--- src/rtl/leve_irf_wb_sched.sv ---
`default_nettype none
// ============================================================================
// Module   : leve_irf_wb_sched
// Purpose  : Writeback scheduler and RAW/WAW scoreboard for the integer
//            register file. Three writeback sources (LSU, CSR unit, ALU)
//            share the IRF's single write port, granted by fixed priority
//            LSU > CSR > ALU. A starvation counter gives the ALU a forced
//            grant. A busy-bit scoreboard stalls issue while any source or
//            destination register still has a write pending.
// Ports    : CLK, RSTn (async, active-low)
//            FLUSH                    - clear scoreboard, block issue
//            ISSUE_*                  - issue-stage operand/destination info
//            ISSUE_STALL              - combinational hazard stall
//            {LSU,CSR,ALU}_VALID/RD/D - writeback requests
//            {LSU,CSR,ALU}_READY      - combinational one-hot grants
//            RD_WE/RD/RD_D/CSR_WE/CSR_D - registered IRF write port
// Revision : 1.0 - initial release
// ============================================================================
module leve_irf_wb_sched #(
  parameter int XLEN       = 64,
  parameter int NUM_REG    = 32,
  parameter int STARVE_MAX = 4
) (
  input  logic            CLK,
  input  logic            RSTn,
  input  logic            FLUSH,
  input  logic            ISSUE_VALID,
  input  logic            ISSUE_RS1_EN,
  input  logic            ISSUE_RS2_EN,
  input  logic            ISSUE_RD_EN,
  input  logic [4:0]      ISSUE_RS1,
  input  logic [4:0]      ISSUE_RS2,
  input  logic [4:0]      ISSUE_RD,
  output logic            ISSUE_STALL,
  input  logic            LSU_VALID,
  input  logic            CSR_VALID,
  input  logic            ALU_VALID,
  input  logic [4:0]      LSU_RD,
  input  logic [4:0]      CSR_RD,
  input  logic [4:0]      ALU_RD,
  input  logic [XLEN-1:0] LSU_D,
  input  logic [XLEN-1:0] CSR_D_IN,
  input  logic [XLEN-1:0] ALU_D,
  output logic            LSU_READY,
  output logic            CSR_READY,
  output logic            ALU_READY,
  output logic            RD_WE,
  output logic [4:0]      RD,
  output logic [XLEN-1:0] RD_D,
  output logic            CSR_WE,
  output logic [XLEN-1:0] CSR_D
);

  localparam int                CNT_W      = $clog2(STARVE_MAX + 1);
  localparam logic [CNT_W-1:0]  STARVE_LIM = CNT_W'(STARVE_MAX);

  logic [CNT_W-1:0]   starve_cnt;
  logic [NUM_REG-1:0] busy;
  logic [NUM_REG-1:0] busy_nxt;

  logic alu_force;
  logic lsu_gnt;
  logic csr_gnt;
  logic alu_gnt;
  logic rs1_haz;
  logic rs2_haz;
  logic rd_haz;
  logic issue_acc;

  // --------------------------------------------------------------------------
  // Arbitration: fixed priority, overridden by a starved ALU.
  // --------------------------------------------------------------------------
  assign alu_force = ALU_VALID && (starve_cnt == STARVE_LIM);
  assign lsu_gnt   = LSU_VALID && !alu_force;
  assign csr_gnt   = CSR_VALID && !LSU_VALID && !alu_force;
  assign alu_gnt   = ALU_VALID && (alu_force || (!LSU_VALID && !CSR_VALID));

  assign LSU_READY = lsu_gnt;
  assign CSR_READY = csr_gnt;
  assign ALU_READY = alu_gnt;

  always_ff @(posedge CLK or negedge RSTn) begin
    if (!RSTn) begin
      starve_cnt <= '0;
    end else if (ALU_VALID && !alu_gnt) begin
      if (starve_cnt != STARVE_LIM) begin
        starve_cnt <= starve_cnt + CNT_W'(1);
      end
    end else begin
      starve_cnt <= '0;
    end
  end

  // --------------------------------------------------------------------------
  // Registered write port. Data registers hold when there is no grant, so
  // the IRF sees stable values even while the enables are low.
  // --------------------------------------------------------------------------
  always_ff @(posedge CLK or negedge RSTn) begin
    if (!RSTn) begin
      RD_WE  <= 1'b0;
      RD     <= '0;
      RD_D   <= '0;
      CSR_WE <= 1'b0;
      CSR_D  <= '0;
    end else begin
      RD_WE  <= 1'b0;
      CSR_WE <= 1'b0;
      if (lsu_gnt) begin
        RD_WE <= (LSU_RD != 5'd0);
        RD    <= LSU_RD;
        RD_D  <= LSU_D;
      end else if (csr_gnt) begin
        RD_WE  <= (CSR_RD != 5'd0);
        RD     <= CSR_RD;
        CSR_D  <= CSR_D_IN;
        CSR_WE <= 1'b1;
      end else if (alu_gnt) begin
        RD_WE <= (ALU_RD != 5'd0);
        RD    <= ALU_RD;
        RD_D  <= ALU_D;
      end
    end
  end

  // --------------------------------------------------------------------------
  // Scoreboard. A busy bit stays set through the cycle its write is on the
  // port (the IRF read samples on that same edge) and clears at its end.
  // --------------------------------------------------------------------------
  assign rs1_haz = ISSUE_RS1_EN && (ISSUE_RS1 != 5'd0) && busy[ISSUE_RS1];
  assign rs2_haz = ISSUE_RS2_EN && (ISSUE_RS2 != 5'd0) && busy[ISSUE_RS2];
  assign rd_haz  = ISSUE_RD_EN  && (ISSUE_RD  != 5'd0) && busy[ISSUE_RD];

  assign ISSUE_STALL = ISSUE_VALID && (FLUSH || rs1_haz || rs2_haz || rd_haz);
  assign issue_acc   = ISSUE_VALID && !ISSUE_STALL && ISSUE_RD_EN && (ISSUE_RD != 5'd0);

  always_comb begin
    busy_nxt = busy;
    if (FLUSH) begin
      busy_nxt = '0;
    end else if (RD_WE) begin
      busy_nxt[RD] = 1'b0;
    end
    // Applied after the clear: a newly issued producer is younger than the
    // write retiring on the same edge, so its busy bit must survive.
    if (issue_acc) begin
      busy_nxt[ISSUE_RD] = 1'b1;
    end
    busy_nxt[0] = 1'b0;
  end

  always_ff @(posedge CLK or negedge RSTn) begin
    if (!RSTn) begin
      busy <= '0;
    end else begin
      busy <= busy_nxt;
    end
  end

endmodule
`default_nettype wire

--- config.mk ---
export PLATFORM = sky130hd
export DESIGN_NAME = leve_irf_wb_sched
export DESIGN_NICKNAME = d
export VERILOG_FILES = /design/src/rtl/leve_irf_wb_sched.sv
export SDC_FILE = /design/constraint.sdc
export NUM_CORES = 1
export LEC_CHECK = 0
export CAP_MARGIN = 20
export CORE_MARGIN = 8
export CORE_UTILIZATION = 36
export CTS_BUF_LIST = sky130_fd_sc_hd__clkbuf_8
export DETAILED_ROUTE_END_ITERATION = 12
export DONT_BUFFER_PORTS = 1
export GPL_TIMING_DRIVEN = 0
export PLACE_DENSITY = 0.52
export SYNTH_ARGS = -nofsm -noshare
export SYNTH_HDL_FRONTEND = slang
export SYNTH_SLANG_ARGS = --single-unit
--- constraint.sdc ---
create_clock -name CLK -period 4.4 [get_ports CLK]
set_input_delay 0.88 -clock CLK [delete_from_list [all_inputs] [get_ports CLK]]
set_output_delay 0.88 -clock CLK [all_outputs]
set_load 0.005 [all_outputs]
==> results of run 1 <==
==> critical path, cell delays in order <==
cell and delay (ns):
clkbuf_1 0.41, mux4_1 0.41, mux2i_1 0.14, a21oi_1 0.10
or3_1 0.31, a32o_2 0.33, buf_6 0.17, o31a_1 0.32
==> synthesized netlist by cell type (3+ instances only) <==
cell | number | area (µm²)
dfrtp_1 | 169 | 4230
nand2_1 | 98 | 368
o21ai_0 | 92 | 460
mux2i_1 | 88 | 881
mux2_2 | 67 | 754
clkbuf_1 | 38 | 143
o41ai_1 | 28 | 245
nand3b_1 | 25 | 188
nor2b_1 | 18 | 113
buf_1 | 13 | 48.8
nor2_1 | 13 | 48.8
mux4_2 | 9 | 203
nor3_1 | 7 | 35.0
nor3b_1 | 6 | 45.0
inv_1 | 5 | 18.8
nand3_1 | 5 | 25.0
o22ai_1 | 5 | 31.3
or3b_2 | 5 | 43.8
a21oi_1 | 4 | 20.0
buf_2 | 4 | 20.0
buf_6 | 4 | 45.0
mux4_1 | 4 | 105
and3b_1 | 3 | 26.3
o41ai_2 | 3 | 48.8
or2_2 | 3 | 18.8
or3_1 | 3 | 18.8
==> final timing paths <==
check / from / to / slack [ns] / cells past startpoint
setup / recovery: ISSUE_RS2[1] / ISSUE_STALL / 0.46 / 8
hold / removal: RSTn / RD_D[44]$_DFFE_PN0P_ / 0.11 / 0
setup reg to reg: starve_cnt[0]$_DFFE_PN0P_ / RD_D[35]$_DFFE_PN0P_ / 1.57 / 8
hold reg to reg: starve_cnt[0]$_DFFE_PN0P_ / starve_cnt[0]$_DFFE_PN0P_ / 0.48 / 1
max in group asynchronous: RSTn / CSR_D[52]$_DFFE_PN0P_ / 4.06 / 0
min in group CLK: starve_cnt[0]$_DFFE_PN0P_ / starve_cnt[0]$_DFFE_PN0P_ / 0.48 / 1
==> routing by layer <==
layer	up-vias	global-route usage
li1	2762	-
met1	3119	0.226
met2	286	0.342
met3	34	0.0808
met4	2	0.0606
met5	-	0
==> sequential cells by signal, summed over array words and instances, names as in the netlist <==
signal / count
CSR_D: 64
RD_D: 64
busy: 31
RD: 5
starve_cnt: 3
CSR_WE: 1
RD_WE: 1
==> logic make-up (layout without fill, tap and decap cells) <==
| group | Yosys count | in the layout | share of synthesized area |
|---|---|---|---|
| AND/OR/NAND/NOR | 195 | 195 | 0.118 |
| flip-flops | 169 | 169 | 0.503 |
| multiplexers | 168 | 168 | 0.231 |
| AO/OA/AOI/OAI | 148 | 148 | 0.112 |
| buffers and inverters | 65 | 97 | 0.0336 |
| adder cells (fa/ha/maj) | 2 | 2 | 0.00297 |
| other | 0 | 1 | 0 |
==> layout by cell type, fill, tap and decap left out, drive strengths merged, types with 2 or more instances in the layout <==
master,netlist,routed
buf,22,22
a21oi,4,4
o21ai,94,94
or2,3,3
and3b,3,3
o41ai,31,31
nor4b,2,2
nand3,5,5
ha,2,2
clkinvlp,0,3
o22ai,5,5
mux4,13,13
nor3,7,7
mux2,67,67
clkbuf,38,56
or3b,5,5
a311oi,2,2
and2,2,2
nor2,13,13
nand2,98,98
o31a,2,2
nor3b,6,6
dfrtp,169,169
clkinv,0,3
or3,3,3
nor2b,18,18
nand3b,25,25
nor4,2,2
mux2i,88,88
inv,5,13
==> stage by stage <==
stage	worst slack, ns	area (µm²)	std cells
floorplan	0.779	8410	747
global placement	0.461	8810	1066
detailed placement	0.461	8810	1066
CTS	0.461	9190	1098
global route	0.358	9200	1099
finish	0.457	9200	1099
==> cell type report <==
| type | instances | area, µm² | area share |
|---|---|---|---|
| clock buffer | 18 | 248 | 0.0269 |
| multi-input combinational | 513 | 3900 | 0.424 |
| antenna | 1 | 2.50 | 0.000272 |
| clock inverter | 14 | 134 | 0.0146 |
| sequential | 169 | 4230 | 0.460 |
| tap | 319 | 399 | 0.0434 |
| buffer | 60 | 264 | 0.0287 |
| inverter | 5 | 18.8 | 0.00204 |
==> power by group through the flow <==
stage / Combinational, mW / Clock, mW / Sequential, mW
final: 0.381 / 1.08 / 1.88
after global routing: 0.422 / 1.18 / 1.90
after CTS: 0.381 / 1.11 / 1.89
after detailed placement: 0.382 / 0 / 1.91
after global placement: 0.367 / 0 / 1.92
after floorplan: 0.304 / 0 / 1.83
==> flow_summary.yaml, run 1 <==
power_and_ir_drop:
  post-layout-total-power_mw: 3.33
  combinationalPowerShare: 0.114
  ir_drop_mv: 0.175
  p_seq_frac: 0.563
  power.leakage_nw: 4.07
  clkPwrFrac: 0.323
  p_sw_mw: 1.01
  intPower_mw: 2.33
  powerDensity_nw_per_um2: 362
  switching_share: 0.302
clocking:
  cts_sinks: 169
  clock_path_buffers: 2
  cts_root_buf: "clkbuf_8"
  postCtsSetupBuffers: 0
  ctsHoldBuffers: 0
  clk_latency_ns: 0.45
  h-tree-depth: 4
  cts.clk_slew.worst_paths_ns: 0.11
  cts_tree: "done"
  cts_made_buffers: 17
  post_cts_resized: 0
die:
  floorplan.initialDensity: 0.363
  rows: 56
  coreArea_um2: 23200
  num_io_pins: 371
  die_area_um2: 28500
  chipHeight_um: 169
  die_x_um: 169
finish:
  final_util: 0.396
  drive_above_1_share: 0.164
  synthToLayoutAreaGrowth_pct: 9.31
  nNetsFinal: 1000
  nFillCells: 2275
drt:
  m1WireLength_mm: 10.5
  viasPerCell: 5.64
  drtPass1Iterations: 6
  wire_per_inst_um: 26.1
  drt_iter0_markers: 504
  drc: 0
  wl_met2_mm: 14.7
  vias: 6203
  top_layer: "met5"
  drt-total-wl_mm: 28.7
  ant_nets: 0
  wl_met3_mm: 2.91
critical_path:
  critPathCaptureType: "output pin"
  cp_max_fo: 10
  critPathLaunchType: "input port"
  worst_ep_arrival_time_ns: 3.06
  worstSetupPathType: "input port to output pin"
  required_ns: 3.52
yosys:
  yosysWarnings: 0
  syn_nets: 981
  async_flop_share: 1.00
  synth_edf_count: 0
  syn_inst: 747
  yosysSeqAreaShare: 0.503
  synth-seq-cells: 169
  postSynthAreaPerCell_um2: 11.3
  ys_types: 48
  synth_flop_cell: "dfrtp_1"
  syn-cell-area_um2: 8410
hold_path:
  hold_path_class: "input port to async pin"
timing:
  tightest_slew_ns: 0.807
  tns_ns: 0
  max_slew_margin: 0.462
  period_share: 0.896
  rsz0062_at_grt: "false"
  min_period_ns: 3.94
  drv_slew: 0
  hold_ws_ns: 0.110
  setup_viol: 0
  finalHoldViolations: 0
  clock_skew_ns: 0.0171
  max_freq_mhz: 254
flow_run:
  cap_violations: 0
grt:
  grt_max_degree: 170
  grt_first_pass_wirelength_mm: 43.1
  overflow: 0
  grt_pass1_vias: 6596
  track_usage: 0.200
  antenna_found_initial: 2
placement:
  dp_hpwl_mm: 23.0
  gp_congestion: 0.912
  port_buffers: 0
status:
  status: "completed"
Power figures use the tool's default switching activity.
==> run 2, diff against run 1 <==
--- a/config.mk
+++ b/config.mk
@@ -6,13 +6,15 @@
 export NUM_CORES = 1
 export LEC_CHECK = 0
 export CAP_MARGIN = 20
+export CELL_PAD_IN_SITES_DETAIL_PLACEMENT = 1
+export CELL_PAD_IN_SITES_GLOBAL_PLACEMENT = 1
 export CORE_MARGIN = 8
 export CORE_UTILIZATION = 36
 export CTS_BUF_LIST = sky130_fd_sc_hd__clkbuf_8
 export DETAILED_ROUTE_END_ITERATION = 12
 export DONT_BUFFER_PORTS = 1
 export GPL_TIMING_DRIVEN = 0
-export PLACE_DENSITY = 0.52
+export PLACE_DENSITY = 0.65
 export SYNTH_ARGS = -nofsm -noshare
 export SYNTH_HDL_FRONTEND = slang
 export SYNTH_SLANG_ARGS = --single-unit
==> flow_summary.yaml, run 2 (synthesized netlist as in run 1, its figures left out) <==
status:
  status: "completed"
finish:
  final_cell_mix: "169 x dfrtp_1, 98 x nand2_1, 92 x o21ai_0"
  diodes: 0
  final_area_um2: 9220
  nNetsFinal: 1000
  layout_commonest_cell: "dfrtp_1"
  drive_above_1_share: 0.166
  top_regs: "CSR_D x64, RD_D x64, busy x31"
  final_util: 0.398
  synthToLayoutAreaGrowth_pct: 9.65
  final_cells: 1098
critical_path:
  critPathLaunchType: "input port"
  worst_ep_arrival_time_ns: 3.08
  critPathCaptureType: "output pin"
  required_ns: 3.52
  worstSetupPathType: "input port to output pin"
  cp_max_fo: 10
clocking:
  cts_tree: "done"
  h-tree-depth: 4
  cts_made_buffers: 17
  clock_path_buffers: 2
  postCtsSetupBuffers: 0
  clk_latency_ns: 0.46
  ctsHoldBuffers: 0
  cts.clk_slew.worst_paths_ns: 0.10
  cts_sinks: 169
  cts_root_buf: "clkbuf_8"
  post_cts_resized: 0
grt:
  grt_first_pass_wirelength_mm: 46.9
  grt_max_degree: 170
  overflow: 0
  grt_pass1_vias: 7206
  antenna_found_initial: 0
  track_usage: 0.216
power_and_ir_drop:
  power.leakage_nw: 4.09
  powerDensity_nw_per_um2: 371
  ir_drop_mv: 0.170
  post-layout-total-power_mw: 3.42
drt:
  drc: 0
  viasPerCell: 5.73
  vias: 6292
  drt_iter0_markers: 376
  wire_per_inst_um: 28.1
  ant_nets: 0
  drt-total-wl_mm: 30.9
  drtPass1Iterations: 4
placement:
  dp_hpwl_mm: 24.8
  pre_cts_ws_ns: 0.434
  gp_congestion: 0.896
  placed_area_um2: 8810
  placed_cells: 1066
  port_buffers: 0
timing:
  max_slew_margin: 0.455
  rsz0062_at_grt: "false"
  tns_ns: 0
  finalHoldViolations: 0
  finalWorstSetupSlack_ns: 0.438
  hold_ws_ns: 0.103
  tightest_slew_ns: 0.817
  drv_slew: 0
  clock_skew_ns: 0.0230
  max_freq_mhz: 252
  min_period_ns: 3.96
  period_share: 0.900
  setup_viol: 0
die:
  die_x_um: 169
  die_area_um2: 28500
  rows: 56
  chipHeight_um: 169
  floorplan.initialDensity: 0.363
  num_io_pins: 371
  coreArea_um2: 23200
flow_run:
  cap_violations: 0
hold_path:
  hold_path_class: "input port to async pin"
run 2: critical path, cell delays in order:
cell	delay, ns
clkbuf_1	0.40
mux4_1	0.40
mux2i_1	0.16
a21oi_1	0.10
or3_1	0.31
a32o_2	0.33
buf_6	0.17
o31a_1	0.32
run 2: cell type report:
class                      count  area [µm²]
tap                          319         399
fill                        2574       14000
clock inverter                15         179
buffer                        60         264
multi-input combinational    513        3900
inverter                       5        18.8
sequential                   169        4230
clock buffer                  17         234
run 2: final timing paths:
| path | depth (start not counted) | startpoint | slack [ns] | endpoint |
|---|---|---|---|---|
| worst min register to register | 1 | starve_cnt[0]$_DFFE_PN0P_ | 0.48 | starve_cnt[0]$_DFFE_PN0P_ |
| min in group CLK | 1 | starve_cnt[0]$_DFFE_PN0P_ | 0.48 | starve_cnt[0]$_DFFE_PN0P_ |
| worst min-delay path | 0 | RSTn | 0.10 | RD_D[16]$_DFFE_PN0P_ |
| worst max-delay path | 8 | ISSUE_RS2[1] | 0.44 | ISSUE_STALL |
| max in group asynchronous | 0 | RSTn | 4.07 | CSR_D[0]$_DFFE_PN0P_ |
| worst max register to register | 8 | starve_cnt[0]$_DFFE_PN0P_ | 1.54 | RD_D[37]$_DFFE_PN0P_ |
run 2: power by group:
group / total, mW / switching [mW] / internal (mW) / leakage, nW
clock: 1.15 / 0.664 / 0.483 / 0.210
sequential: 1.88 / 0.174 / 1.71 / 2.09
combinational: 0.392 / 0.208 / 0.183 / 1.79
run 2: metal layers:
layer | GRT usage | vias to the layer above | part of all wire
met5 | 0 | - | 0
met4 | 0.0672 | 0 | 0.020
met3 | 0.0766 | 36 | 0.085
met2 | 0.387 | 245 | 0.53
met1 | 0.234 | 3245 | 0.36
li1 | - | 2766 | -
